`config.mk`:
```
export PLATFORM = sky130hd
export DESIGN_NAME = rv32i_de_skid_stage
export DESIGN_NICKNAME = d
export VERILOG_FILES = /design/src/rtl/rv32i_de_skid_stage.sv
export SDC_FILE = /design/constraint.sdc
export NUM_CORES = 1
export LEC_CHECK = 0
export ABC_AREA = 1
export BUFFER_PORTS_ARGS = -buffer_cell sky130_fd_sc_hd__buf_2
export CAP_MARGIN = 20
export CORE_ASPECT_RATIO = 0.5
export CORE_MARGIN = 3
export CORE_UTILIZATION = 35
export DETAILED_ROUTE_END_ITERATION = 10
export PLACE_DENSITY = 0.55
export SLEW_MARGIN = 20
export SYNTH_ARGS = -nofsm -noshare
export SYNTH_HDL_FRONTEND = slang
export SYNTH_SLANG_ARGS = --single-unit
```
`constraint.sdc`:
```
create_clock -name clk -period 4.2 [get_ports clk]
set_clock_uncertainty 0.15 [all_clocks]
set_input_delay 0.42 -clock clk [delete_from_list [all_inputs] [get_ports clk]]
set_output_delay 0.42 -clock clk [all_outputs]
set_load 0.1 [all_outputs]
```
`src/rtl/rv32i_de_skid_stage.sv`:
```
// Decode->execute elastic pipeline stage with a 2-entry skid buffer, flush and a
// saturating back-pressure counter. The bundle package lives alongside the stage.
package rv32i_de_pkg;

    typedef enum logic [3:0] {
        COND_NONE = 4'd0, COND_EQ, COND_NE, COND_LT, COND_GE, COND_LTU, COND_GEU
    } cond_code_t;

    typedef enum logic [3:0] {
        ALU_NONE = 4'd0, ALU_ADD, ALU_SUB, ALU_AND, ALU_OR, ALU_XOR,
        ALU_SLL, ALU_SRL, ALU_SRA, ALU_SLT, ALU_SLTU, ALU_LUI
    } alu_op_t;

    typedef enum logic [1:0] {
        MUX_WB_NONE = 2'd0, MUX_WB_ALU, MUX_WB_MEM, MUX_WB_PC4
    } mux_wb_t;

    typedef enum logic {MUX_A_RS1 = 1'b0, MUX_A_PC}  mux_a_t;
    typedef enum logic {MUX_B_RS2 = 1'b0, MUX_B_IMM} mux_b_t;

    typedef struct packed {
        logic [31:0] instruction_D;
        logic [31:0] pc;
        logic [31:0] pc_plus4;
        logic [31:0] imm;
        logic [31:0] rs1_data;
        logic [31:0] rs2_data;
        logic [4:0]  rs1_addr;
        logic [4:0]  rs2_addr;
        logic [4:0]  rd_addr;
        logic        jump;
        logic        i_jump;
        logic        branch;
        logic        memory_transaction;
        logic        mem_write;
        logic        reg_write;
        cond_code_t  cond_code;
        alu_op_t     ALU_op;
        mux_wb_t     mux_writeback_select;
        mux_a_t      mux_operand_a;
        mux_b_t      mux_operand_b;
    } DE_pipe_bus_t;

    // Canonical no-op presented to execute whenever no live bundle is held.
    function automatic DE_pipe_bus_t de_bubble();
        DE_pipe_bus_t b;
        b                      = '0;
        b.instruction_D        = 32'h0000_0013;
        b.cond_code            = COND_NONE;
        b.ALU_op               = ALU_NONE;
        b.mux_writeback_select = MUX_WB_NONE;
        b.mux_operand_a        = MUX_A_RS1;
        b.mux_operand_b        = MUX_B_RS2;
        return b;
    endfunction

endpackage

module rv32i_de_skid_stage
    import rv32i_de_pkg::*;
#(
    parameter int STALL_CNT_W = 16
) (
    input  logic                   clk,
    input  logic                   rst_n,
    input  logic                   in_valid,
    output logic                   in_ready,
    input  DE_pipe_bus_t           in_bus,
    output logic                   out_valid,
    input  logic                   out_ready,
    output DE_pipe_bus_t           out_bus,
    input  logic                   flush,
    output logic [1:0]             occupancy,
    output logic [STALL_CNT_W-1:0] stall_count
);

    typedef enum logic [1:0] {EMPTY, ONE, FULL} state_t;

    state_t       state, state_next;
    DE_pipe_bus_t main_q, main_d;
    DE_pipe_bus_t skid_q, skid_d;
    logic         accept, drain;

    // Every output is a function of registered state only, so execute's ready never
    // reaches decode combinationally.
    assign in_ready  = (state != FULL);
    assign out_valid = (state != EMPTY);
    assign out_bus   = out_valid ? main_q : de_bubble();
    assign occupancy = (state == FULL) ? 2'd2 : ((state == ONE) ? 2'd1 : 2'd0);

    assign accept = in_valid & in_ready;
    assign drain  = out_valid & out_ready;

    always_ff @(posedge clk or negedge rst_n) begin
        if (!rst_n) begin
            state  <= EMPTY;
            main_q <= de_bubble();
            skid_q <= de_bubble();
        end else begin
            state  <= state_next;
            main_q <= main_d;
            skid_q <= skid_d;
        end
    end

    always_comb begin
        state_next = state;
        main_d     = main_q;
        skid_d     = skid_q;
        unique case (state)
            EMPTY: begin
                if (accept) begin
                    main_d     = in_bus;
                    state_next = ONE;
                end
            end
            ONE: begin
                if (accept && drain) begin
                    main_d = in_bus;
                end else if (accept) begin
                    skid_d     = in_bus;
                    state_next = FULL;
                end else if (drain) begin
                    state_next = EMPTY;
                end
            end
            FULL: begin
                if (drain) begin
                    main_d     = skid_q;
                    state_next = ONE;
                end
            end
            default: state_next = EMPTY;
        endcase
        // Flush wins over everything; stale data left in the registers is never shown.
        if (flush) begin
            state_next = EMPTY;
        end
    end

    always_ff @(posedge clk or negedge rst_n) begin
        if (!rst_n) begin
            stall_count <= '0;
        end else if (in_valid && !in_ready && (stall_count != {STALL_CNT_W{1'b1}})) begin
            stall_count <= stall_count + STALL_CNT_W'(1);
        end
    end

endmodule

```
After elaboration in Yosys (flattened, before gate mapping)
Cells that the tools add are included.
- multiplexer cells: 14
- add/subtract/negate cells: 1
- reduce and logical (&&, ||, !) cells: 10
- equal/unequal tests: 11
- bitwise operators: 3
- operator list (operator ; count):
    $mux 225 ; 4
    $pmux 225 s3 ; 1
    $add 16x1->16 const B ; 1
    $ne 16x16->1 const B ; 1
    $mux 2 ; 7
    $ne 3x3->1 const B ; 3
    $reduce_and 4->1 ; 2
    $ne 2x2->1 const B ; 3
    $pmux 2 s3 ; 1
    $ne 4x4->1 const B ; 1
    $logic_and 1x1->1 ; 3
    $reduce_and 3->1 ; 1
    $reduce_bool 3->1 ; 1
    $and 1x1->1 ; 2
    $eq 2x1->1 const B ; 1
    $eq 2x2->1 const B ; 1
    $logic_not 2->1 ; 1
    $ne 2x1->1 const B ; 1
    $reduce_bool 2->1 ; 1
    $logic_not 1->1 ; 1
    $mux 1 ; 1
    $not 1->1 ; 1
- logic and storage cells: 81
- register bits after elaboration: 468
- output and inout port bits: 245
- bits of input ports: 230

Longest topological paths before layout
- depth in word-level cells: 7
- mapped depth: 9
- mapped depth without buffers: 8

Worst setup path before layout
OpenSTA, ideal clock, no wires.
- kind: register to output
- start point: register state[1]
- end point: output port out_bus[51] in the netlist's numbering
- arrival: 2.724 ns
- path buffers: 2
- required time: 3.630 ns
- cell stages (with the launch flop): 7
- slack: 0.906 ns
- path through: dfrtp_1 -> inv_2 -> nand2_2 -> inv_2 -> clkbuf_1 -> clkbuf_1 -> nor2_1
- RTL lines (element ; RTL line ; source):
    from (decl) ; 79 ; state_t state, state_next;
    from (signal assigned) ; 100 ; state <= state_next;
    to (decl) ; 71 ; output DE_pipe_bus_t out_bus,

==> metrics.md <==
| Metric | Value |
|---|---|
| Port bufs | 474 |
| Basic-gate share of the synthesized area counting and, or, nand and nor cells | 17.4% |
| Final core area utilization | 46.8% |
| Setup TNS after final layout | 0 ps |
| Peak ir drop on the vdd network | 0.386 mV |
| Logic pwr share | 44.6% |
| Worst setup path class | reg -> out |
| Layout cells sized above 1 | 21.1% |
| Required time of the critical path | 3630 ps |
| Area of the core | 0.0623 mm² |
| Mean cell area of the mapped netlist | 7.93 µm² |
| Final RePlAce weighted congestion | 0.818 |
| Number of DRC markers after the initial detailed-route iteration | 1,037 |
| Number of antenna-violating nets in the routed design | 0 |
| Clk pwr share | 21.3% |
| Boundary Pins | 475 |
| Net switching component of the power | 9.72 mW |
| Switching Fraction | 47.5% |
| Number of violations of the max-capacitance limit | 0 |
| Outcome | complete, no violations |
| Vias per cell | 4.56 |
| Post-synthesis register bit count | 468 |
| Total clock sinks | 468 |
| Global route total overflow | 0 |
| DR vias | 19,600 |
| RSZ-0062 raised after global routing | false |
| Static Leak | 15.2 nW |
| Cell count after synthesis | 2,831 |
| Post-synthesis mux area share | 0% |
| Pin count of the biggest net entering global routing | 149 |
| Row count | 64 |
| Achievable clock frequency | 0.298 GHz |
| Antenna violations before repair | 2 |
| Hold WC Path Type | in -> reg |
| Number of global-route vias before repair | 19,100 |
| CTS Root Buffer Type | clkbuf_16 |
| Per-cell routed wire length | 14.6 µm |
| Final hold viol count | 0 |
| Slew of the pin with the lowest slew margin | 1000 ps |
| Compound-cell area share of the yosys netlist | 17.7% |
| TritonCTS clock tree | yes |
| Number of setup violations in the final report | 0 |
| Total wire length after detailed routing | 62,900 µm |
| Starting Density | 36.0% |
| Share of the clock period used by the worst path | 79.9% |
| Overall fraction of global-route tracks in use | 18.6% |
| Xor and xnor fraction of the mapped netlist area | 0.117% |
| Final number of max-transition violations | 0 |
| Count of unresolved DRC violations after routing | 0 |
| Number of nets at the end of the flow | 3,665 |
| Number of enable-type register cells in the synthesized netlist | 0 |
| Global-route wire length before repair | 101,000 µm |
| Worst slew slack as a fraction of its limit | 33.2% |
| Startpoint type of the worst setup path | register |
| DP HPWL | 42,200 µm |
| Proportion of synthesized chip area in sequential cells | 52.2% |
| Height of the chip | 185 µm |
| Proportion of register bits with asynchronous set or reset after synthesis | 100% |
| First-pass detailed-route iteration total | 7 |
| Maximum count of clock buffers along a single path | 3 |
| Largest driver fanout on the critical path | 86 |
| Clock insertion delay at the later pin of the skew report | 560 ps |
| Number of buffers inserted by post-CTS setup repair | 0 |
| Number of H-tree levels | 2 |
| Leading register cell type out of synthesis | dfrtp_1 |
| Internal power of the cells | 10.8 mW |
| Number of distinct library cells after synthesis | 24 |
| Area growth from synthesis to layout | 29.7% |
| Share of power burned in registers | 34.1% |
| Yosys warns | 0 |
| Sort of element at the end of the critical path | output port |
| Adder and majority gate portion of the synthesized area | 0.0557% |
| Synthesized area | 0.0225 mm² |
| Worst path arrival time | 2780 ps |
| Number of buffers inserted during clock tree synthesis | 46 |
| Horizontal die dimension | 364 µm |
| Area of the die | 0.0674 mm² |
| Clock-pin slew on the worst setup and hold paths | 60 ps |
| Final critical path time including I/O delays and setup | 3350 ps |
| Main combinational cell family by area after synthesis | compound AO/OA/AOI/OAI gates |
| Total power density per cell area | 703 mW/mm² |
| Total nets after synthesis | 3,062 |
## flip-flops by register name, indices dropped and copies added, names as in the netlist
signal / cells
main_q: 225
stall_count: 16
state: 2
skid_q: 225
## per-stage QoR
step	worst slack [ps]	power (mW)	instances	instance area [µm²]	hold WS, ps
after global routing	613	21.8	4297	29100	8.91
after detailed placement	1350	16.1	3985	25300	310
after global placement	1410	16.0	3985	25300	305
final	846	20.5	4298	29100	32.8
after floorplan	906	14.5	2831	22500	-25.6
after CTS	780	20.8	4295	29100	3.33
## layout by cell type, fill, tap and decap left out, drive strengths merged
cell type    count
nand4            7
o21ai          647
bufinv           4
diode            3
xnor2            1
nand3           12
xor2             2
clkinv           8
nand2          714
nor3             2
buf            500
a31oi            1
dlygate4sd3    226
clkinvlp         3
nor2           286
inv            478
clkbuf          69
dfstp            6
a21oi           38
dfrtp          462
nand3b           3
ha               1
## cell usage after synthesis, types with 7 or more instances
library cell  instances  share of area [%]
nand2_1             712                 12
inv_1               473                7.9
o21ai_0             470                 10
dfrtp_1             462                 51
nor2_1              286                4.8
o21ai_2             144                5.6
clkbuf_1             64                1.1
buf_2                63                1.4
a21oi_1              38               0.85
buf_6                37                1.9
o21ai_1              33               0.74
nand3_1              12               0.27
buf_4                 7               0.23
nand4_1               7               0.20
## routing by layer
layer,global-route usage [%],routed length (µm),part of all wire (%),vias up
li1,-,-,-,9875
met1,21.4,24900,40,9304
met2,35.0,34000,54,283
met3,2.48,1640,2.6,135
met4,7.31,2420,3.9,0
met5,0,0,0,-
## cells by family after synthesis
| kind of cell | count (synthesis) |
|---|---|
| compound gates | 686 |
| xor+xnor | 3 |
| fa+ha+maj | 1 |
| buf+inv | 649 |
| flops | 468 |
| simple gates | 1024 |
## worst paths after layout
path	from	endpoint	slack, ps	cells past startpoint
setup / recovery	state[1]	out_bus[76]	850	6
hold / removal	in_bus[134]	skid_q[134]	30	3
setup reg to reg	state[1]	main_q[165]	1390	8
hold reg to reg	skid_q[194]	skid_q[194]	320	2
max in group asynchronous	rst_n	skid_q[214]	2500	4
min in group asynchronous	rst_n	skid_q[190]	320	2
## repair_timing
| action | 4_1_cts | 5_1_grt |
|---|---|---|
| endpoints found under the hold margin | 324 | 0 |
| hold buffers | 226 | 0 |
| resized for setup | 0 | 0 |
## worst max-delay path, cell delays in order (launching register included)
cell and delay [ps]:
dfrtp_1 450, inv_2 100, nand2_2 120, inv_6 610, buf_4 480, nor2_1 90, buf_2 310
## area by class of cell
type | count | area (µm²)
Antenna cell | 3 | 7.51
Tap cell | 825 | 1030
Sequential cell | 468 | 11700
Clock buffer | 69 | 1400
Timing Repair Buffer | 726 | 5050
Inverter | 478 | 1810
Fill cell | 6197 | 33200
Multi-Input combinational cell | 1714 | 7920
Clock inverter | 15 | 183
## power by group through the flow
stage | logic, mW | clock network (mW) | registers, mW
6_report | 9.13 | 4.37 | 6.97
3_3_place_gp | 8.97 | 0 | 6.99
3_5_place_dp | 9.06 | 0 | 7.04
5_1_grt | 9.89 | 4.73 | 7.17
4_1_cts | 9.26 | 4.53 | 6.97
2_1_floorplan | 7.45 | 0 | 7.01
Note: power is estimated with default switching activity, not from simulation.
